===== config.mk =====
export PLATFORM = sky130hd
export DESIGN_NAME = axilite_master_bridge
export DESIGN_NICKNAME = d
export VERILOG_FILES = /design/src/rtl/axilite_pkg.sv /design/src/rtl/axilite_master_bridge.sv
export SDC_FILE = /design/constraint.sdc
export NUM_CORES = 1
export LEC_CHECK = 0
export ABC_AREA = 0
export CORE_ASPECT_RATIO = 0.7
export CORE_UTILIZATION = 37
export CTS_CLUSTER_DIAMETER = 30
export DETAILED_ROUTE_END_ITERATION = 12
export PLACE_DENSITY_LB_ADDON = 0.3
export SLEW_MARGIN = 25
export SYNTH_ARGS = -nofsm -noshare
export SYNTH_HDL_FRONTEND = slang
export SYNTH_SLANG_ARGS = --single-unit

===== constraint.sdc =====
create_clock -name clock -period 1.5 [get_ports clock]
set_input_delay 0.15 -clock clock [delete_from_list [all_inputs] [get_ports clock]]
set_output_delay 0.15 -clock clock [all_outputs]
set_load 0.02 [all_outputs]

===== src/rtl/axilite_pkg.sv =====
// Shared AXI4-Lite types and default widths for the master bridge and the SRAM controller.
package axilite_pkg;

    localparam int AXI_ADDR_W = 32;
    localparam int AXI_DATA_W = 32;

    typedef enum logic [1:0] {
        OKAY   = 2'd0,
        EXOKAY = 2'd1,
        SLVERR = 2'd2,
        DECERR = 2'd3
    } axi_resp_e;

    typedef enum logic [2:0] {
        IDLE    = 3'd0,
        WR_REQ  = 3'd1,
        WR_RESP = 3'd2,
        RD_REQ  = 3'd3,
        RD_RESP = 3'd4,
        RSP     = 3'd5
    } master_state_e;

endpackage


===== src/rtl/axilite_master_bridge.sv =====
// Single-outstanding AXI4-Lite master: command/response in, one AXI-Lite transaction out.
// Define AXILITE_MASTER_TIMEOUT_EN to build the per-phase watchdog (rsp_timeout, SLVERR on expiry).
module axilite_master_bridge
    import axilite_pkg::*;
#(
    parameter int ADDR_W         = AXI_ADDR_W,
    parameter int DATA_W         = AXI_DATA_W,
    parameter int TIMEOUT_CYCLES = 256
) (
    input  logic                  clock,
    input  logic                  rst_n,
    input  logic                  cmd_valid,
    output logic                  cmd_ready,
    input  logic                  cmd_write,
    input  logic [ADDR_W-1:0]     cmd_addr,
    input  logic [DATA_W-1:0]     cmd_wdata,
    input  logic [DATA_W/8-1:0]   cmd_wstrb,
    output logic                  rsp_valid,
    input  logic                  rsp_ready,
    output logic                  rsp_write,
    output logic [DATA_W-1:0]     rsp_rdata,
    output logic [1:0]            rsp_resp,
    output logic                  rsp_timeout,
    output logic [ADDR_W-1:0]     m_axi_awaddr,
    output logic                  m_axi_awvalid,
    input  logic                  m_axi_awready,
    output logic [DATA_W-1:0]     m_axi_wdata,
    output logic [DATA_W/8-1:0]   m_axi_wstrb,
    output logic                  m_axi_wvalid,
    input  logic                  m_axi_wready,
    input  logic [1:0]            m_axi_bresp,
    input  logic                  m_axi_bvalid,
    output logic                  m_axi_bready,
    output logic [ADDR_W-1:0]     m_axi_araddr,
    output logic                  m_axi_arvalid,
    input  logic                  m_axi_arready,
    input  logic [DATA_W-1:0]     m_axi_rdata,
    input  logic [1:0]            m_axi_rresp,
    input  logic                  m_axi_rvalid,
    output logic                  m_axi_rready
);

    master_state_e         state_q;
    logic                  cmd_ready_q;
    logic                  awvalid_q, wvalid_q, bready_q, arvalid_q, rready_q;
    logic                  aw_done_q, w_done_q;
    logic                  rsp_valid_q, rsp_write_q;
    logic [ADDR_W-1:0]     awaddr_q, araddr_q;
    logic [DATA_W-1:0]     wdata_q, rsp_rdata_q;
    logic [DATA_W/8-1:0]   wstrb_q;
    logic [1:0]            rsp_resp_q;

    logic aw_hs, w_hs, b_hs, ar_hs, r_hs;
    logic aw_done_d, w_done_d;
    logic tmo_fire;

    assign aw_hs     = awvalid_q & m_axi_awready;
    assign w_hs      = wvalid_q  & m_axi_wready;
    assign b_hs      = bready_q  & m_axi_bvalid;
    assign ar_hs     = arvalid_q & m_axi_arready;
    assign r_hs      = rready_q  & m_axi_rvalid;
    assign aw_done_d = aw_done_q | aw_hs;
    assign w_done_d  = w_done_q  | w_hs;

`ifdef AXILITE_MASTER_TIMEOUT_EN
    localparam int TMO_W = $clog2(TIMEOUT_CYCLES + 1);

    logic [TMO_W-1:0] tmo_cnt_q;
    logic             rsp_timeout_q;
    logic             waiting, progress;

    // Any handshake, including the one that changes state, counts as progress.
    assign waiting  = state_q inside {WR_REQ, WR_RESP, RD_REQ, RD_RESP};
    assign progress = aw_hs | w_hs | b_hs | ar_hs | r_hs;
    assign tmo_fire = waiting & ~progress & (tmo_cnt_q == TMO_W'(TIMEOUT_CYCLES - 1));

    always_ff @(posedge clock or negedge rst_n) begin
        if (!rst_n) begin
            tmo_cnt_q     <= '0;
            rsp_timeout_q <= 1'b0;
        end else begin
            if (!waiting || progress) tmo_cnt_q <= '0;
            else                      tmo_cnt_q <= tmo_cnt_q + 1'b1;
            if (tmo_fire)                      rsp_timeout_q <= 1'b1;
            else if (rsp_valid_q && rsp_ready) rsp_timeout_q <= 1'b0;
        end
    end

    assign rsp_timeout = rsp_timeout_q;
`else
    // Constant 0; keeps TIMEOUT_CYCLES referenced when the watchdog is not built.
    assign tmo_fire    = (TIMEOUT_CYCLES < 0);
    assign rsp_timeout = 1'b0;
`endif

    always_ff @(posedge clock or negedge rst_n) begin
        if (!rst_n) begin
            state_q     <= IDLE;
            cmd_ready_q <= 1'b0;
            awvalid_q   <= 1'b0;
            wvalid_q    <= 1'b0;
            bready_q    <= 1'b0;
            arvalid_q   <= 1'b0;
            rready_q    <= 1'b0;
            aw_done_q   <= 1'b0;
            w_done_q    <= 1'b0;
            rsp_valid_q <= 1'b0;
            rsp_write_q <= 1'b0;
            awaddr_q    <= '0;
            araddr_q    <= '0;
            wdata_q     <= '0;
            wstrb_q     <= '0;
            rsp_rdata_q <= '0;
            rsp_resp_q  <= '0;
        end else if (tmo_fire) begin
            // Abandon the transaction: drops valids mid-handshake by design.
            awvalid_q   <= 1'b0;
            wvalid_q    <= 1'b0;
            bready_q    <= 1'b0;
            arvalid_q   <= 1'b0;
            rready_q    <= 1'b0;
            aw_done_q   <= 1'b0;
            w_done_q    <= 1'b0;
            rsp_valid_q <= 1'b1;
            rsp_resp_q  <= SLVERR;
            rsp_rdata_q <= '0;
            state_q     <= RSP;
        end else begin
            case (state_q)
                IDLE: begin
                    cmd_ready_q <= 1'b1;
                    if (cmd_ready_q && cmd_valid) begin
                        cmd_ready_q <= 1'b0;
                        rsp_write_q <= cmd_write;
                        if (cmd_write) begin
                            awaddr_q  <= cmd_addr;
                            wdata_q   <= cmd_wdata;
                            wstrb_q   <= cmd_wstrb;
                            awvalid_q <= 1'b1;
                            wvalid_q  <= 1'b1;
                            state_q   <= WR_REQ;
                        end else begin
                            araddr_q  <= cmd_addr;
                            arvalid_q <= 1'b1;
                            state_q   <= RD_REQ;
                        end
                    end
                end
                WR_REQ: begin
                    if (aw_hs) awvalid_q <= 1'b0;
                    if (w_hs)  wvalid_q  <= 1'b0;
                    if (aw_done_d && w_done_d) begin
                        aw_done_q <= 1'b0;
                        w_done_q  <= 1'b0;
                        bready_q  <= 1'b1;
                        state_q   <= WR_RESP;
                    end else begin
                        aw_done_q <= aw_done_d;
                        w_done_q  <= w_done_d;
                    end
                end
                WR_RESP: begin
                    if (b_hs) begin
                        bready_q    <= 1'b0;
                        rsp_resp_q  <= m_axi_bresp;
                        rsp_rdata_q <= '0;
                        rsp_valid_q <= 1'b1;
                        state_q     <= RSP;
                    end
                end
                RD_REQ: begin
                    if (ar_hs) begin
                        arvalid_q <= 1'b0;
                        rready_q  <= 1'b1;
                        state_q   <= RD_RESP;
                    end
                end
                RD_RESP: begin
                    if (r_hs) begin
                        rready_q    <= 1'b0;
                        rsp_rdata_q <= m_axi_rdata;
                        rsp_resp_q  <= m_axi_rresp;
                        rsp_valid_q <= 1'b1;
                        state_q     <= RSP;
                    end
                end
                RSP: begin
                    if (rsp_ready) begin
                        rsp_valid_q <= 1'b0;
                        cmd_ready_q <= 1'b1;
                        state_q     <= IDLE;
                    end
                end
                default: state_q <= IDLE;
            endcase
        end
    end

    assign cmd_ready     = cmd_ready_q;
    assign rsp_valid     = rsp_valid_q;
    assign rsp_write     = rsp_write_q;
    assign rsp_rdata     = rsp_rdata_q;
    assign rsp_resp      = rsp_resp_q;
    assign m_axi_awaddr  = awaddr_q;
    assign m_axi_awvalid = awvalid_q;
    assign m_axi_wdata   = wdata_q;
    assign m_axi_wstrb   = wstrb_q;
    assign m_axi_wvalid  = wvalid_q;
    assign m_axi_bready  = bready_q;
    assign m_axi_araddr  = araddr_q;
    assign m_axi_arvalid = arvalid_q;
    assign m_axi_rready  = rready_q;

endmodule


==> run summary, run 1 <==
The flow ran to the end, but the final reports show violations. The final reports fail on setup timing. In this run the worst setup path terminates at rsp_rdata[31]$_DFFE_PN0P_. For this design the top-level I/O count stands at between 200 and 300.

The total clock sinks came out at roughly 150. The sum of negative setup slack came out at -14720 ps. Across the VDD grid, the largest voltage drop is between 1 and 1.5 mV. Measured in cells, the most critical reg-to-reg path has a length of 5.

The die is 105.1 µm tall. The first-pass GRT wire length came out at roughly 25 mm. The number of H-tree levels came out at 4. The compound-cell area share of the yosys netlist came out at under 10%. The smallest setup slack after layout is -165.8 ps.

Once placement completed, the tool counted placed cells totaling around 830. The cell chosen for the clock root is sky130_fd_sc_hd__clkbuf_16. The summed instance area of the synthesized netlist is 5615 µm².

The startpoint identified for the worst register-to-register timing path is state_q[1]$_DFFE_PN0P_. Setup repair after global routing could not meet its margin everywhere. In the layout the commonest cells are sky130_fd_sc_hd__dfrtp_1, sky130_fd_sc_hd__dlygate4sd2_1, sky130_fd_sc_hd__clkdlybuf4s50_1. The initial antenna violation count is 0.

The remaining number of nets flagged by the antenna check after routing is 0. The die covers between 15000 and 20000 µm². The worst slack after detailed placement is -222.4 ps. The multiplexer fraction of the synthesized cell area is between 20% and 30%. The number of max-slew violations in the final report came out at 0. The share of the synthesized area in the top cell type came out at between 60% and 70%.

Counting flops with a built-in enable in the synthesized netlist gives 0. The most critical setup path has its startpoint at state_q[1]$_DFFE_PN0P_. After floorplanning, the core was divided into 37 placement rows. The maximum net fanout on the critical path is 36.

The number of nets produced by synthesis is 484. The antenna diode count came out at 0. The count of buffers from port buffering is ~260. After floorplanning, the core was sized to cover between 10000 and 15000 µm². For this design the ratio of total power to cell area is between 2000 and 2500 nW/µm². The final critical path time including I/O delays and setup is around 1700 ps. The worst setup path is of the register to register kind. The number of buffers inserted during clock tree synthesis came out at 17.

The maximum frequency from static timing analysis came out at 600.3 MHz. After layout, the worst path uses 111.1% of the clock period. The routed length per placed instance came out at around 19 µm.

For the final database, setup skew stands at between 8 and 9 ps. The final weighted congestion in routability-driven placement is about 0.83. The leakage power total came out at 0.004636 µW. The final instance count without filler cells is 878.

The initial core utilization is a little under two fifths. The synthesized-area fraction occupied by and/or/nand/nor cells came out at 2.941%. The post-synthesis instance total is 370.

The iteration count of the initial detailed-routing pass came out at 4. For this block, the initial DRC count from the detailed router was 189. By area the synthesized netlist is led by sky130_fd_sc_hd__dfrtp_1, sky130_fd_sc_hd__mux2_2, sky130_fd_sc_hd__a22o_1. The count of maximum capacitance violations is 0. Detailed placement ended at an HPWL of roughly 11 mm. The number of global-route vias before repair was about 4600.

The required time of the critical path came out at 1800 ps. The proportion of synthesized chip area in sequential cells is around two thirds. For this run, asynchronously set or reset flops after synthesis account for 100.0%.

After clock tree synthesis, the clock-pin slew on the worst setup and hold paths is about 60 ps. Summing over every cut layer, the via total after detailed routing is approximately 4300. After layout, the design draws a total of ~20000 µW. By area, the combinational part of the netlist is dominated by multiplexers. Of the total synthesized cell area, the portion taken by XOR and XNOR cells is 0%. The aggregate global routing overflow is 0. The data arrival time at the worst-slack endpoint is roughly 2000 ps.

The clock reaches the later pin of the worst-skew pair after 410 ps. The cell accounting for the most synthesized area is sky130_fd_sc_hd__dfrtp_1. The synthesis-to-layout area growth came out at 69.74%. The final count of hold timing violations is 0. Across every metal layer, demand over resource in global routing totals a little over a fifth. The clock tree buffer depth came out at 2.

The largest net degree at the start of global routing is 47. The fraction of layout instances using a drive strength above 1 is approximately 28%. The path class of the tightest hold or removal check is input pin to async pin. STA classifies the critical path endpoint as a register. The flip-flop cell with the highest count after synthesis is sky130_fd_sc_hd__dfrtp_1. TritonCTS built the clock tree. The horizontal die dimension came out at 149.2 µm.

The count of final setup violators is between 100 and 150. The library cell used most frequently in the layout, excluding fill and tap cells, is sky130_fd_sc_hd__dfrtp_1. The number of nets in the finished design came out at a little under 800. The number of different library cells used by synthesis comes to 35.

Summed over all layers, the routed wires come to between 15 and 20 mm. The setup slack of the most critical reg-to-reg path came out at -170 ps. STA classifies the critical path startpoint as a register. The post-detailed-route DRC marker count is 0. The count of synthesis-stage warnings from yosys came out at 0. The flop and latch count out of synthesis came out at between 100 and 150.

The average via count per standard cell is 4.846. The average cell area after synthesis came out at around 15 µm². The worst flop-to-flop path endpoint is rsp_rdata[31]$_DFFE_PN0P_. The fraction of the mapped netlist area in adder cells is 0%.

The utilization after layout came out at 64.54%.
==> worst min path at each step <==
| stage | endpoint | slack [ps] |
|---|---|---|
| finish | m_axi_araddr[18]$_DFFE_PN0P_ | 180 |
| global route | m_axi_araddr[18]$_DFFE_PN0P_ | 180 |
| CTS | m_axi_araddr[18]$_DFFE_PN0P_ | 160 |
| detailed placement | m_axi_araddr[18]$_DFFE_PN0P_ | 40 |
| global placement | m_axi_araddr[23]$_DFFE_PN0P_ | 40 |
| floorplan | aw_done_q$_DFFE_PN0N_ | -150 |
==> what timing repair did <==
action	CTS	global route
gates resized for setup	156	38
buffers inserted	4	2
hold endpoints to repair	147	0
cloned	3	4
pin swaps	1	4
endpoints found under the setup margin	280	139
hold buffers	1	0
==> power by group <==
part | switching [µW] | internal (µW)
registers | 935 | 5640
logic | 4380 | 4250
clock network | 1570 | 2940
==> per-layer routing <==
metal  vias up  part of all wire [%]  global-route usage [%]
met1      2109                    41                   25.21
li1       1942                     -                       -
met3        16                   9.7                   8.603
met4         0                  0.90                   5.904
met2       188                    48                   35.05
met5         -                     0                       0
==> state kept, by name, indices dropped and copies added, names as in the netlist, 2 cells and up <==
register and flops:
rsp_rdata 32, rsp_resp 2, state_q 3, m_axi_wstrb 4
m_axi_awaddr 32, m_axi_araddr 32, m_axi_wdata 32
==> cell type report <==
cell class / count / area [µm²]
Clock buffer: 21 / 440.4
Clock inverter: 10 / 182.7
Fill cell: 1102 / 5236
Inverter: 5 / 18.77
Multi-Input combinational cell: 195 / 1966
Sequential cell: 147 / 3682
Tap cell: 195 / 244.0
Timing Repair Buffer: 305 / 2998
==> synth_stat cells, types with 2 or more instances <==
library cell,number
sky130_fd_sc_hd__dfrtp_1,147
sky130_fd_sc_hd__buf_2,16
sky130_fd_sc_hd__mux2_2,101
sky130_fd_sc_hd__nand3_1,4
sky130_fd_sc_hd__o21ai_0,7
sky130_fd_sc_hd__buf_4,5
sky130_fd_sc_hd__a21oi_1,7
sky130_fd_sc_hd__a211oi_1,3
sky130_fd_sc_hd__nand2_1,14
sky130_fd_sc_hd__mux2i_1,3
sky130_fd_sc_hd__a21o_1,2
sky130_fd_sc_hd__a32oi_1,2
sky130_fd_sc_hd__nor2b_1,2
sky130_fd_sc_hd__inv_1,5
sky130_fd_sc_hd__a22o_1,32
==> kinds of logic (layout without fill, tap and decap cells) <==
kind of cell,count (synthesis),after routing
AOI/OAI and AO/OA,58,58
other,1,1
and+or+nand+nor,31,31
muxes,105,105
DFF,147,147
buffers and inverters,28,341
==> critical path, stage by stage (launching register included) <==
cell                       delay (ps)
sky130_fd_sc_hd__dfrtp_2          430
sky130_fd_sc_hd__buf_4            150
sky130_fd_sc_hd__nand4b_1         170
sky130_fd_sc_hd__a221o_1          370
sky130_fd_sc_hd__buf_12           190
sky130_fd_sc_hd__a22o_1           240
==> per-stage QoR <==
stage / hold WS (ps) / cell area [µm²]
CTS: 158.6 / 9295
global placement: 36.19 / 8681
detailed placement: 41.28 / 8681
global route: 184.6 / 9532
finish: 175.5 / 9532
floorplan: -145.6 / 5680
Power figures use the tool's default switching activity.
==> run 2, diff against run 1 <==
Settings changed: GPL_TIMING_DRIVEN set to 1.
==> results of run 2 <==
No change in the layout: final DEF, timing and power equal those of run 1.
